`src/rtl/spike_rate_decoder_pkg.sv`:
```
// spike_dec_pkg: shared ISI state encoding and saturating increment for the spike decoder
package spike_dec_pkg;
  typedef enum logic {ISI_IDLE, ISI_MEASURE} isi_state_e;
  function automatic logic [31:0] sat_inc(input logic [31:0] v, input int unsigned w);
    logic [31:0] mx;
    mx = (w >= 32) ? '1 : (32'd1 << w) - 32'd1;
    return (v >= mx) ? mx : v + 32'd1;
  endfunction
endpackage

```
`src/rtl/spike_rate_decoder_if.sv`:
```
// spike_rate_decoder_if: rate handshake and ISI result bundle of the spike decoder
interface spike_rate_decoder_if #(parameter int WIDTH = 8, parameter int ISI_W = 8);
  logic             out_valid;
  logic             out_ready;
  logic [WIDTH-1:0] rate;
  logic             isi_valid;
  logic [ISI_W-1:0] isi;
  logic             overrun;
  modport master(output out_valid, rate, isi_valid, isi, overrun, input out_ready);
  modport slave(input out_valid, rate, isi_valid, isi, overrun, output out_ready);
endinterface

```
`src/rtl/spike_isi_timer.sv`:
```
// spike_isi_timer: measures cycles between consecutive spikes, saturating at 2^ISI_W-1
module spike_isi_timer
  import spike_dec_pkg::*;
#(parameter int ISI_W = 8) (
  input  logic             clk,
  input  logic             reset,
  input  logic             spike_i,
  output logic [ISI_W-1:0] isi_o,
  output logic             isi_valid_o
);
  isi_state_e       state_q, state_d;
  logic [ISI_W-1:0] cnt_q, cnt_d, isi_q, isi_d;
  logic             valid_q, valid_d;
  always_ff @(posedge clk) begin
    if (reset) begin
      state_q <= ISI_IDLE;
      cnt_q   <= '0;
      isi_q   <= '0;
      valid_q <= 1'b0;
    end else begin
      state_q <= state_d;
      cnt_q   <= cnt_d;
      isi_q   <= isi_d;
      valid_q <= valid_d;
    end
  end
  always_comb begin
    state_d = state_q;
    cnt_d   = cnt_q;
    isi_d   = isi_q;
    valid_d = 1'b0;
    if (state_q == ISI_IDLE) begin
      if (spike_i) begin
        state_d = ISI_MEASURE;
        cnt_d   = ISI_W'(1);
      end
    end else if (spike_i) begin
      isi_d   = cnt_q;
      valid_d = 1'b1;
      cnt_d   = ISI_W'(1);
    end else begin
      cnt_d = ISI_W'(sat_inc(32'(cnt_q), ISI_W));
    end
  end
  assign isi_o       = isi_q;
  assign isi_valid_o = valid_q;
endmodule

```
`src/rtl/spike_rate_decoder.sv`:
```
// spike_rate_decoder: decodes a spike stream into per-window counts (valid/ready) and inter-spike intervals
module spike_rate_decoder
  import spike_dec_pkg::*;
#(
  parameter int WIDTH       = 8,
  parameter int WINDOW_LOG2 = 4,
  parameter int ISI_W       = 8
) (
  input  logic                 clk,
  input  logic                 reset,
  input  logic                 spike,
  spike_rate_decoder_if.master dec
);
  logic [WINDOW_LOG2-1:0] win_cnt_q;
  logic [WIDTH-1:0]       sp_cnt_q, sp_cnt_d, sp_sum, rate_q, rate_d;
  logic                   out_valid_q, out_valid_d, overrun_q, overrun_d;
  logic                   last, xfer, load;
  always_comb begin
    last        = &win_cnt_q;
    sp_sum      = spike ? WIDTH'(sat_inc(32'(sp_cnt_q), WIDTH)) : sp_cnt_q;
    sp_cnt_d    = last ? '0 : sp_sum;
    xfer        = out_valid_q && dec.out_ready;
    load        = last && (!out_valid_q || xfer);
    out_valid_d = load ? 1'b1 : (xfer ? 1'b0 : out_valid_q);
    rate_d      = load ? sp_sum : rate_q;
    // a window ending while the held result is still unaccepted is lost for good
    overrun_d   = overrun_q || (last && !load);
  end
  always_ff @(posedge clk) begin
    if (reset) begin
      win_cnt_q   <= '0;
      sp_cnt_q    <= '0;
      rate_q      <= '0;
      out_valid_q <= 1'b0;
      overrun_q   <= 1'b0;
    end else begin
      win_cnt_q   <= win_cnt_q + 1'b1;
      sp_cnt_q    <= sp_cnt_d;
      rate_q      <= rate_d;
      out_valid_q <= out_valid_d;
      overrun_q   <= overrun_d;
    end
  end
  assign dec.out_valid = out_valid_q;
  assign dec.rate      = rate_q;
  assign dec.overrun   = overrun_q;
  spike_isi_timer #(.ISI_W(ISI_W)) u_isi (
    .clk        (clk),
    .reset      (reset),
    .spike_i    (spike),
    .isi_o      (dec.isi),
    .isi_valid_o(dec.isi_valid)
  );
endmodule

```
`src/flat_wrapper.sv`:
```
// flat-port wrapper written by rule: the top's interface ports become plain ports
module spike_rate_decoder_flat import spike_dec_pkg::*;
#(
  parameter int WIDTH       = 8,
  parameter int WINDOW_LOG2 = 4,
  parameter int ISI_W       = 8
)
  (clk, reset, spike, dec_out_valid, dec_rate, dec_isi_valid, dec_isi, dec_overrun, dec_out_ready);
  spike_rate_decoder_if #(.WIDTH(WIDTH), .ISI_W(ISI_W)) dec_i ();
  input  logic clk;
  input  logic reset;
  input  logic spike;
  output wire logic [$bits(dec_i.out_valid)-1:0] dec_out_valid;
  output wire logic [$bits(dec_i.rate)-1:0] dec_rate;
  output wire logic [$bits(dec_i.isi_valid)-1:0] dec_isi_valid;
  output wire logic [$bits(dec_i.isi)-1:0] dec_isi;
  output wire logic [$bits(dec_i.overrun)-1:0] dec_overrun;
  input wire logic [$bits(dec_i.out_ready)-1:0] dec_out_ready;
  assign dec_out_valid = dec_i.out_valid;
  assign dec_rate = dec_i.rate;
  assign dec_isi_valid = dec_i.isi_valid;
  assign dec_isi = dec_i.isi;
  assign dec_overrun = dec_i.overrun;
  assign dec_i.out_ready = dec_out_ready;
  spike_rate_decoder #(.WIDTH(WIDTH), .WINDOW_LOG2(WINDOW_LOG2), .ISI_W(ISI_W)) u_core (.clk(clk), .reset(reset), .spike(spike), .dec(dec_i));
endmodule
```
`config.mk`:
```
export PLATFORM = sky130hd
export DESIGN_NAME = spike_rate_decoder_flat
export DESIGN_NICKNAME = d
export VERILOG_FILES = /design/src/rtl/spike_rate_decoder_pkg.sv /design/src/rtl/spike_rate_decoder_if.sv /design/src/rtl/spike_isi_timer.sv /design/src/rtl/spike_rate_decoder.sv /design/src/flat_wrapper.sv
export SDC_FILE = /design/constraint.sdc
export NUM_CORES = 1
export LEC_CHECK = 0
export ABC_CLOCK_PERIOD_IN_PS = 1500
export BUFFER_PORTS_ARGS = -buffer_cell sky130_fd_sc_hd__buf_4
export CORE_UTILIZATION = 50
export DETAILED_ROUTE_END_ITERATION = 16
export MAX_ROUTING_LAYER = met4
export PLACE_DENSITY = 0.74
export SYNTH_ARGS = -nofsm -noshare
export SYNTH_HDL_FRONTEND = slang
export SYNTH_SLANG_ARGS = --single-unit
```
`constraint.sdc`:
```
create_clock -name clk -period 1.5 [get_ports clk]
set_clock_uncertainty 0.05 [all_clocks]
set_input_delay 0.3 -clock clk [delete_from_list [all_inputs] [get_ports clk]]
set_output_delay 0.3 -clock clk [all_outputs]
set_load 0.01 [all_outputs]
```
Word level (Yosys, flattened, before mapping)
Index checks and enable logic that the tools add are counted.

Shifts and indexed selects: 0. $lt $le $gt $ge: 2. Eq/ne operators: 0. Bitwise logic cells: 1. Multiply operators: 0. Div/mod/pow operators: 0. $add $sub $neg: 3. Reduce and logical (&&, ||, !) cells: 13. Multiplexer cells: 10.

Operators by type and width (number): 8-bit 2-to-1 mux (6); 8-bit by 1-bit adder with 8-bit output (second input constant) (2); 8-bit greater-or-equal comparator (second input constant) (2); 4-bit by 1-bit adder with 4-bit output (second input constant) (1); 1-bit 2-to-1 mux (4); 4-bit AND reduction (1); 2-bit nonzero test (2); 2-bit OR reduction (2); 1-bit logical AND (3); 1-bit logical NOT (2); 1-bit logical OR (2); 2-bit AND reduction (1); 1-bit NOT (1).

Logic and storage cells: 38. Memories: 0. Output and inout port bits: 19. Bits in registers: 40. ROM bits: 0. Latch bits: 0. Bits in writable memories: 0.

Longest topological paths before layout
Gate-level depths: netlist of run 1.

Depth in word-level cells: 6. Mapped depth: 6. Depth with buffers taken out: 5.

By module
A second synthesis of run 1 with hierarchy kept.

Cell total of the unflattened synthesis: 187. Area total of the unflattened synthesis: 1779.2 µm².

By module, submodules not included: spike_rate_decoder (cells an instance 97, area each 1013.5 µm², instances 1); spike_isi_timer (cells an instance 90, area each 765.7 µm², instances 1).

Worst setup path before layout of run 1
No wires, ideal clock.

Kind: reg-to-reg. Start: register u_core.sp_cnt_q[0]. End: register u_core.rate_q[6], in the netlist u_core.dec.rate[6]. Arrival: 1.337 ns. Slack: -0.018 ns. Buffers on the path: 0. Stages on the path, launching flop included: 6. Cells stage by stage: dfxtp_1 ha_1 nand4_4 or4b_4 o211ai_2 a21oi_2.

Longest elaborated chain between the ends: 3. Elaborated cells on any way between the ends: 4. Classes of those cells: 1 x add/sub; 1 x order compare; 2 x mux.

RTL lines: from (decl) (line spike_rate_decoder.sv:15) `logic [WIDTH-1:0] sp_cnt_q, sp_cnt_d, sp_sum, rate_q, rate_d;`; from (signal assigned) (line spike_rate_decoder.sv:38) `sp_cnt_q <= sp_cnt_d;`; 8-bit by 1-bit adder with 8-bit output or 8-bit greater-or-equal comparator (tied branches) (line spike_rate_decoder_pkg.sv:7) `return (v >= mx) ? mx : v + 32'd1;`; 8-bit 2-to-1 mux (*) (line spike_rate_decoder_pkg.sv:7); 8-bit 2-to-1 mux (*) (line spike_rate_decoder.sv:20) `sp_sum = spike ? WIDTH'(sat_inc(32'(sp_cnt_q), WIDTH)) : sp_cnt_q;`; to (signal assigned) (line spike_rate_decoder.sv:39) `rate_q <= rate_d;`; to (decl) (line spike_rate_decoder.sv:15).

Every way passes the cells marked *; elsewhere a longest branch is shown, timed or not. A chain may end at the register's enable or synchronous reset.

Worst setup path after layout of run 1
Start: register u_core.sp_cnt_q[0]. End: register u_core.rate_q[5], in the netlist u_core.dec.rate[5].

Same word-level chain as after synthesis.

==> metrics.log, run 1 <==
[metrics] time the worst path needs with I/O delays and setup: 1.46 ns
[metrics] Post-layout nets: 224
[metrics] Worst Path Class, Setup: reg -> reg
[metrics] Crit Reg-Reg Endpoint: u_core.dec.rate[5]
[metrics] Syn Std Cell Area: 0.00160 mm2
[metrics] Clock Latency Late Sink: 0.35 ns
[metrics] Final Wtd Congestion: 0.828
[metrics] syn_area_per_cell: between 8 and 9 um2
[metrics] register bit total from synthesis: 40
[metrics] standard-cell row count: 20
[metrics] Clock Tree Buf Depth: 2
[metrics] CORE AREA: 0.00305 mm2
[metrics] layout overhead on the synthesized area: 26.9%
[metrics] via-per-instance ratio: 5.23
[metrics] wire length of the first global-routing pass: 5610 um
[metrics] number of nets with antenna violations after routing: 0
[metrics] Worst setup endpoint: u_core.dec.rate[5]
[metrics] combined global-route utilization of all metal layers: 22.7%
[metrics] worst reg-to-reg setup slack: 0.04 ns
[metrics] register area share after synthesis: about half
[metrics] DRT iter0 DRCs: 52
[metrics] cell count after synthesis: 180
[metrics] footprint of the multi-input gates: 807 um2
[metrics] pin count of the biggest net entering global routing: 20
[metrics] Storage cell area: 805 um2
[metrics] setup slack at placement: -0.00119 ns
[metrics] layout filler cell count: between 200 and 300
[metrics] Via Count: between 1,000 and 1,500
[metrics] total of hold buffers inserted after clock tree synthesis: 0
[metrics] hold depth: 2
[metrics] root buffer cell: clkbuf_4
[metrics] Detailed Routing Iterations Pass 1: 4
[metrics] reported max-cap violation count: 0
[metrics] residual DRC count: 0
[metrics] period utilization: 97.4%
[metrics] overall power: approximately 1.8 mW
[metrics] via count of the first global-routing pass: 1,310
[metrics] num ports: 23
[metrics] total length of routed wires: 3290 um
[metrics] worst flop-to-flop path startpoint: u_core.sp_cnt_q[0]
[metrics] diode count: 0
[metrics] element type at the critical path end: register
[metrics] effective utilization at floorplan: 52.4%
[metrics] number of endpoints with negative hold slack in the final report: 0
[metrics] area of the die: 0.00343 mm2
[metrics] Critical Path RT: between 1.5 and 2 ns
[metrics] clock transition at the registers of the reported paths: ~0.1 ns
[metrics] type of the tightest min-delay check: in -> reg
[metrics] htree depth: 2
[metrics] fraction of layout instances using a drive strength above 1: 29.4%
[metrics] antenna violations before repair: 0
[metrics] Setup Viol. Count Final: 0
[metrics] IO buf count: 22
[metrics] WL per Instance: 12.5 um
[metrics] TritonCTS clock tree: yes
[metrics] crit path max fanout: 3
[metrics] crit path DAT: 1.69 ns
[metrics] first element of the critical path: u_core.sp_cnt_q[0]
[metrics] worst rel slew slack: between 70% and 80%
[metrics] warnings from Yosys: 0
[metrics] Worst Slack Setup Final: between 0.03 and 0.04 ns
[metrics] Setup crit start kind: register
[metrics] Sink Count: 40
[metrics] Cell Pwr Density: 878 mW/mm2
[metrics] Peak supply drop: 725 uV
[metrics] total CTS buffers: 5
[metrics] fin util: 66.5%
[metrics] chip width: between 50 and 60 um
[metrics] reg2reg path depth: 6
[metrics] number of different library cells in the post-synthesis netlist: 33
[metrics] result of the run: complete, no violations
[metrics] Die H: 58.6 um
[metrics] leftover overflow at the end of global routing: 0
[metrics] leakage power: approximately 0.78 nW
[metrics] Max Clock Freq: between 600 and 700 MHz
[metrics] Worst-Margin Slew: between 0.3 and 0.4 ns
[metrics] synthesized net count: 187
[metrics] final count of pins violating max slew: 0
[metrics] detailed placement HPWL: 2320 um
==> cells in the mapped netlist, drive strengths merged <==
master	instances	area, um2
and3b	1	8.76
ha	3	37.5
clkbuf	6	22.5
o21a	1	7.51
a21oi	11	58.8
or3	1	6.26
nor3	4	20.0
inv	2	7.51
dfxtp	40	801
and3	1	6.26
a31oi	7	43.8
and2	3	18.8
o22ai	2	12.5
nor2b	4	25.0
a2111oi	1	8.76
nand3	11	55.1
o21ai	6	30.0
and4	3	26.3
nand2b	4	25.0
or4b	1	13.8
mux2i	2	20.0
nand2	16	60.1
nand4	4	40.0
o21ba	1	10.0
xor2	2	17.5
xnor2	3	26.3
nor2	30	113
buf	3	20.0
o211ai	1	12.5
a211oi	6	45.0
==> worst min-delay path by stage <==
| stage | startpoint | endpoint | slack [ns] |
|---|---|---|---|
| 2_1_floorplan | u_core.win_cnt_q[0] | u_core.win_cnt_q[0] | 0.37 |
| 3_3_place_gp | u_core.win_cnt_q[0] | u_core.win_cnt_q[0] | 0.38 |
| 3_5_place_dp | u_core.win_cnt_q[0] | u_core.win_cnt_q[0] | 0.39 |
| 4_1_cts | reset | u_core.dec.rate[6] | 0.10 |
| 5_1_grt | reset | u_core.dec.rate[6] | 0.12 |
| 6_report | reset | u_core.dec.rate[6] | 0.14 |
==> metal layers <==
layer	track usage, %	vias to the layer above	share of wire, %
li1	-	704	-
met1	24.2	642	44
met2	38.6	17	51
met3	7.25	8	3.3
met4	10.2	0	2.0
met5	-	-	0
==> critical path, stage by stage, from the launching register on <==
cell      delay (ns)
dfxtp_2         0.37
buf_4           0.12
nand4_1         0.17
buf_4           0.20
nor3_1          0.22
nor3_2          0.08
a211oi_2        0.17
==> cell families (layout without fill, tap and decap cells) <==
kind of cell,after synthesis,in the layout,share of synthesized area (%)
compound gates,36,36,14.3
xor+xnor,5,5,2.74
fa+ha+maj,3,3,2.35
buf+inv,11,49,3.13
flops,40,40,50.1
mux,2,2,1.25
simple gates,83,83,26.1
==> metrics by stage <==
stage | TNS [ns] | area [um2] | hold WS (ns) | instances
6_report | 0 | 2030 | 0.137 | 262
5_1_grt | -0.0965 | 2030 | 0.123 | 262
4_1_cts | 0 | 1950 | 0.103 | 258
3_5_place_dp | -0.00119 | 1870 | 0.394 | 249
3_3_place_gp | 0 | 1870 | 0.376 | 249
2_1_floorplan | 0 | 1600 | 0.368 | 180
==> registers in the layout, summed over array words and instances, names as in the netlist <==
name,flops
u_core.win_cnt_q,4
u_core.dec.overrun,1
u_core.u_isi.isi_valid_o,1
u_core.u_isi.isi_o,8
u_core.u_isi.state_q,1
u_core.dec.out_valid,1
u_core.u_isi.cnt_q,8
u_core.dec.rate,8
u_core.sp_cnt_q,8
==> what timing repair did <==
action,CTS,global route
pin swaps,0,2
resized for setup,3,12
setup buffers,1,4
setup endpoints to repair,7,10
==> cells in the final DEF (no fill, tap or decap), drive strengths merged, types with 2 or more instances in the layout <==
| master | synthesis | routed |
|---|---|---|
| buf | 3 | 39 |
| xor2 | 2 | 2 |
| a21oi | 11 | 11 |
| o22ai | 2 | 2 |
| o21ai | 6 | 6 |
| nor2b | 4 | 4 |
| nor2 | 30 | 30 |
| inv | 2 | 2 |
| nand4 | 4 | 4 |
| nand2 | 16 | 16 |
| dfxtp | 40 | 40 |
| a31oi | 7 | 7 |
| nor3 | 4 | 4 |
| nand3 | 11 | 11 |
| xnor2 | 3 | 3 |
| and4 | 3 | 3 |
| nand2b | 4 | 4 |
| and2 | 3 | 3 |
| a211oi | 6 | 6 |
| clkbuf | 6 | 8 |
| ha | 3 | 3 |
| mux2i | 2 | 2 |
==> power breakdown <==
| group | switching (mW) | total, mW | internal (mW) |
|---|---|---|---|
| Sequential | 0.0162 | 1.10 | 1.08 |
| Clock | 0.324 | 0.556 | 0.231 |
| Combinational | 0.0700 | 0.127 | 0.0566 |
| Total | 0.411 | 1.78 | 1.37 |
==> final cells by class <==
| cell class | instances | share of cell area (%) |
|---|---|---|
| multi-input combinational | 129 | 39.8 |
| sequential | 40 | 39.6 |
| timing repair buffer | 39 | 14.6 |
| clock buffer | 8 | 2.90 |
| tap | 44 | 2.71 |
| inverter | 2 | 0.370 |
(Power assumes the default switching activity.)
==> inputs of run 2 (changes only) <==
- PLACE_DENSITY: 0.74 -> not set
- PLACE_DENSITY_LB_ADDON: not set -> 0.08
==> metrics.log, run 2 (synthesis gave the netlist of run 1 again) <==
[metrics] Worst Slack Setup Final: 0.0751 ns
[metrics] result of the run: complete, no violations
[metrics] Sink Count: 40
[metrics] area of the die: 0.00343 mm2
[metrics] antenna violations before repair: 0
[metrics] final cell area excluding filler cells: 0.00203 mm2
[metrics] diode count: 0
[metrics] time the worst path needs with I/O delays and setup: 1.42 ns
[metrics] chip width: 58.6 um
[metrics] Detailed Routing Iterations Pass 1: 4
[metrics] Peak supply drop: between 500 and 600 uV
[metrics] Setup crit start kind: register
[metrics] total length of routed wires: 3180 um
[metrics] worst hold margin: 0.195 ns
[metrics] Max Clock Freq: 702 MHz
[metrics] Die H: ~60 um
[metrics] leftover overflow at the end of global routing: 0
[metrics] cell area after placement: about 0.0019 mm2
[metrics] crit path max fanout: 3
[metrics] type of the tightest min-delay check: in -> reg
[metrics] residual DRC count: 0
[metrics] pin count of the biggest net entering global routing: 19
[metrics] WL per Instance: 12.4 um
[metrics] reported max-cap violation count: 0
[metrics] combined global-route utilization of all metal layers: 22.0%
[metrics] CORE AREA: between 0.003 and 0.004 mm2
[metrics] layout filler cell count: between 200 and 300
[metrics] DRT iter0 DRCs: 56
[metrics] global-route track usage on met2: between 30 and 40%
[metrics] clock transition at the registers of the reported paths: 0.11 ns
[metrics] Post-layout nets: 219
[metrics] number of nets with antenna violations after routing: 0
[metrics] num ports: 23
[metrics] period utilization: a little over nine tenths
[metrics] setup slack at placement: -0.0166 ns
[metrics] fraction of layout instances using a drive strength above 1: slightly below 30%
[metrics] met1 track demand over resource: ~25%
[metrics] Setup Viol. Count Final: 0
[metrics] effective utilization at floorplan: between 50 and 60%
[metrics] Final Wtd Congestion: about 0.80
[metrics] IO buf count: 22
[metrics] detailed placement HPWL: around 2200 um
[metrics] TritonCTS clock tree: yes
[metrics] Worst-Margin Slew: 0.332 ns
[metrics] crit path DAT: around 1.6 ns
[metrics] Cell Pwr Density: 986 mW/mm2
[metrics] commonest cells after routing, fill and taps aside: dfxtp_1, buf_4, nor2_1, nand2_1
[metrics] htree depth: 2
[metrics] Via Count: 1,339
[metrics] standard-cell row count: 20
[metrics] GRT Max-Usage Layer: met2
[metrics] unrepaired setup endpoints after global routing: yes
[metrics] Clock Tree Buf Depth: 2
[metrics] number of endpoints with negative hold slack in the final report: 0
[metrics] via-per-instance ratio: 5.21
[metrics] Critical Path RT: 1.70 ns
[metrics] leakage power: 0.771 nW
[metrics] met3 Usage GRT: 6.59%
[metrics] element type at the critical path end: register
[metrics] Clock Latency Late Sink: 0.35 ns
[metrics] layout overhead on the synthesized area: 26.8%
[metrics] final count of pins violating max slew: 0
[metrics] Worst Path Class, Setup: reg -> reg
[metrics] most common library cell in the layout ignoring fill and taps: dfxtp_1
[metrics] root buffer cell: clkbuf_4
[metrics] total CTS buffers: 5
[metrics] worst rel slew slack: 77.7%
[metrics] via count of the first global-routing pass: 1,239
[metrics] wire length of the first global-routing pass: 5410 um
-- run 2: cell count changes in the layout (fill, tap and decap cells not counted) --
cell / before / now
o21ai_0: 6 / 5
clkbuf_8: 1 / 2
dfxtp_1: 37 / 36
o21ai_2: 0 / 1
dfxtp_4: 0 / 1
a211oi_2: 4 / 2
buf_4: 38 / 33
a211oi_1: 2 / 4
bufinv_16: 0 / 1
nor2_1: 29 / 28
nor2_2: 1 / 2
clkbuf_1: 2 / 0
-- run 2: repair_timing --
item / 4_1_cts / 5_1_grt
resized for setup: 4 / 14
setup buffers: 0 / 1
endpoints found under the setup margin: 7 / 10
pin swaps: 0 / 3
hold buffers: 0 / 0
-- run 2: where the power goes --
| part | total, mW | internal, mW | switching, mW |
|---|---|---|---|
| clock | 0.786 | 0.442 | 0.344 |
| sequential | 1.10 | 1.08 | 0.0175 |
| combinational | 0.112 | 0.0481 | 0.0636 |
| total | 2.00 | 1.57 | 0.425 |
-- run 2: path summary, 6_finish.rpt --
path / start / end / slack [ns] / depth (start not counted)
setup / recovery: u_core.sp_cnt_q[1] / u_core.dec.rate[6] / 0.08 / 5
setup reg to reg: u_core.sp_cnt_q[1] / u_core.dec.rate[6] / 0.08 / 5
hold reg to reg: u_core.win_cnt_q[0] / u_core.win_cnt_q[0] / 0.38 / 1
hold / removal: reset / u_core.win_cnt_q[0] / 0.19 / 2
-- run 2: worst max-delay path: stages, from the launching register on --
cell	delay (ns)
dfxtp_4	0.38
ha_4	0.14
nand4_4	0.08
or4b_4	0.51
o211ai_2	0.09
a21oi_2	0.07
-- run 2: stage by stage --
stage / cells / total power [mW] / TNS [ns] / utilization [%]
final: 257 / 2.00 / 0 / 66.4
after floorplan: 180 / 1.19 / 0 / -
after global placement: 248 / 1.22 / 0 / 61.0
after global routing: 257 / 2.08 / -0.0115 / 66.4
after CTS: 256 / 2.02 / 0 / 64.5
after detailed placement: 248 / 1.23 / -0.0306 / 61.0
-- run 2: final cells by class --
cell class	count	area, um2	area share (%)
clock buffer	7	65.1	3.21
clock inverter	1	30.0	1.48
inverter	2	7.51	0.370
multi-input combinational	129	803	39.6
sequential	40	808	39.9
tap	44	55.1	2.71
timing repair buffer	34	259	12.8
-- run 2: routing by layer --
metal	wire (um)	part of all wire, %
met1	1440	45
met2	1590	50
met5	0	0
met4	48	1.5
met3	104	3.3
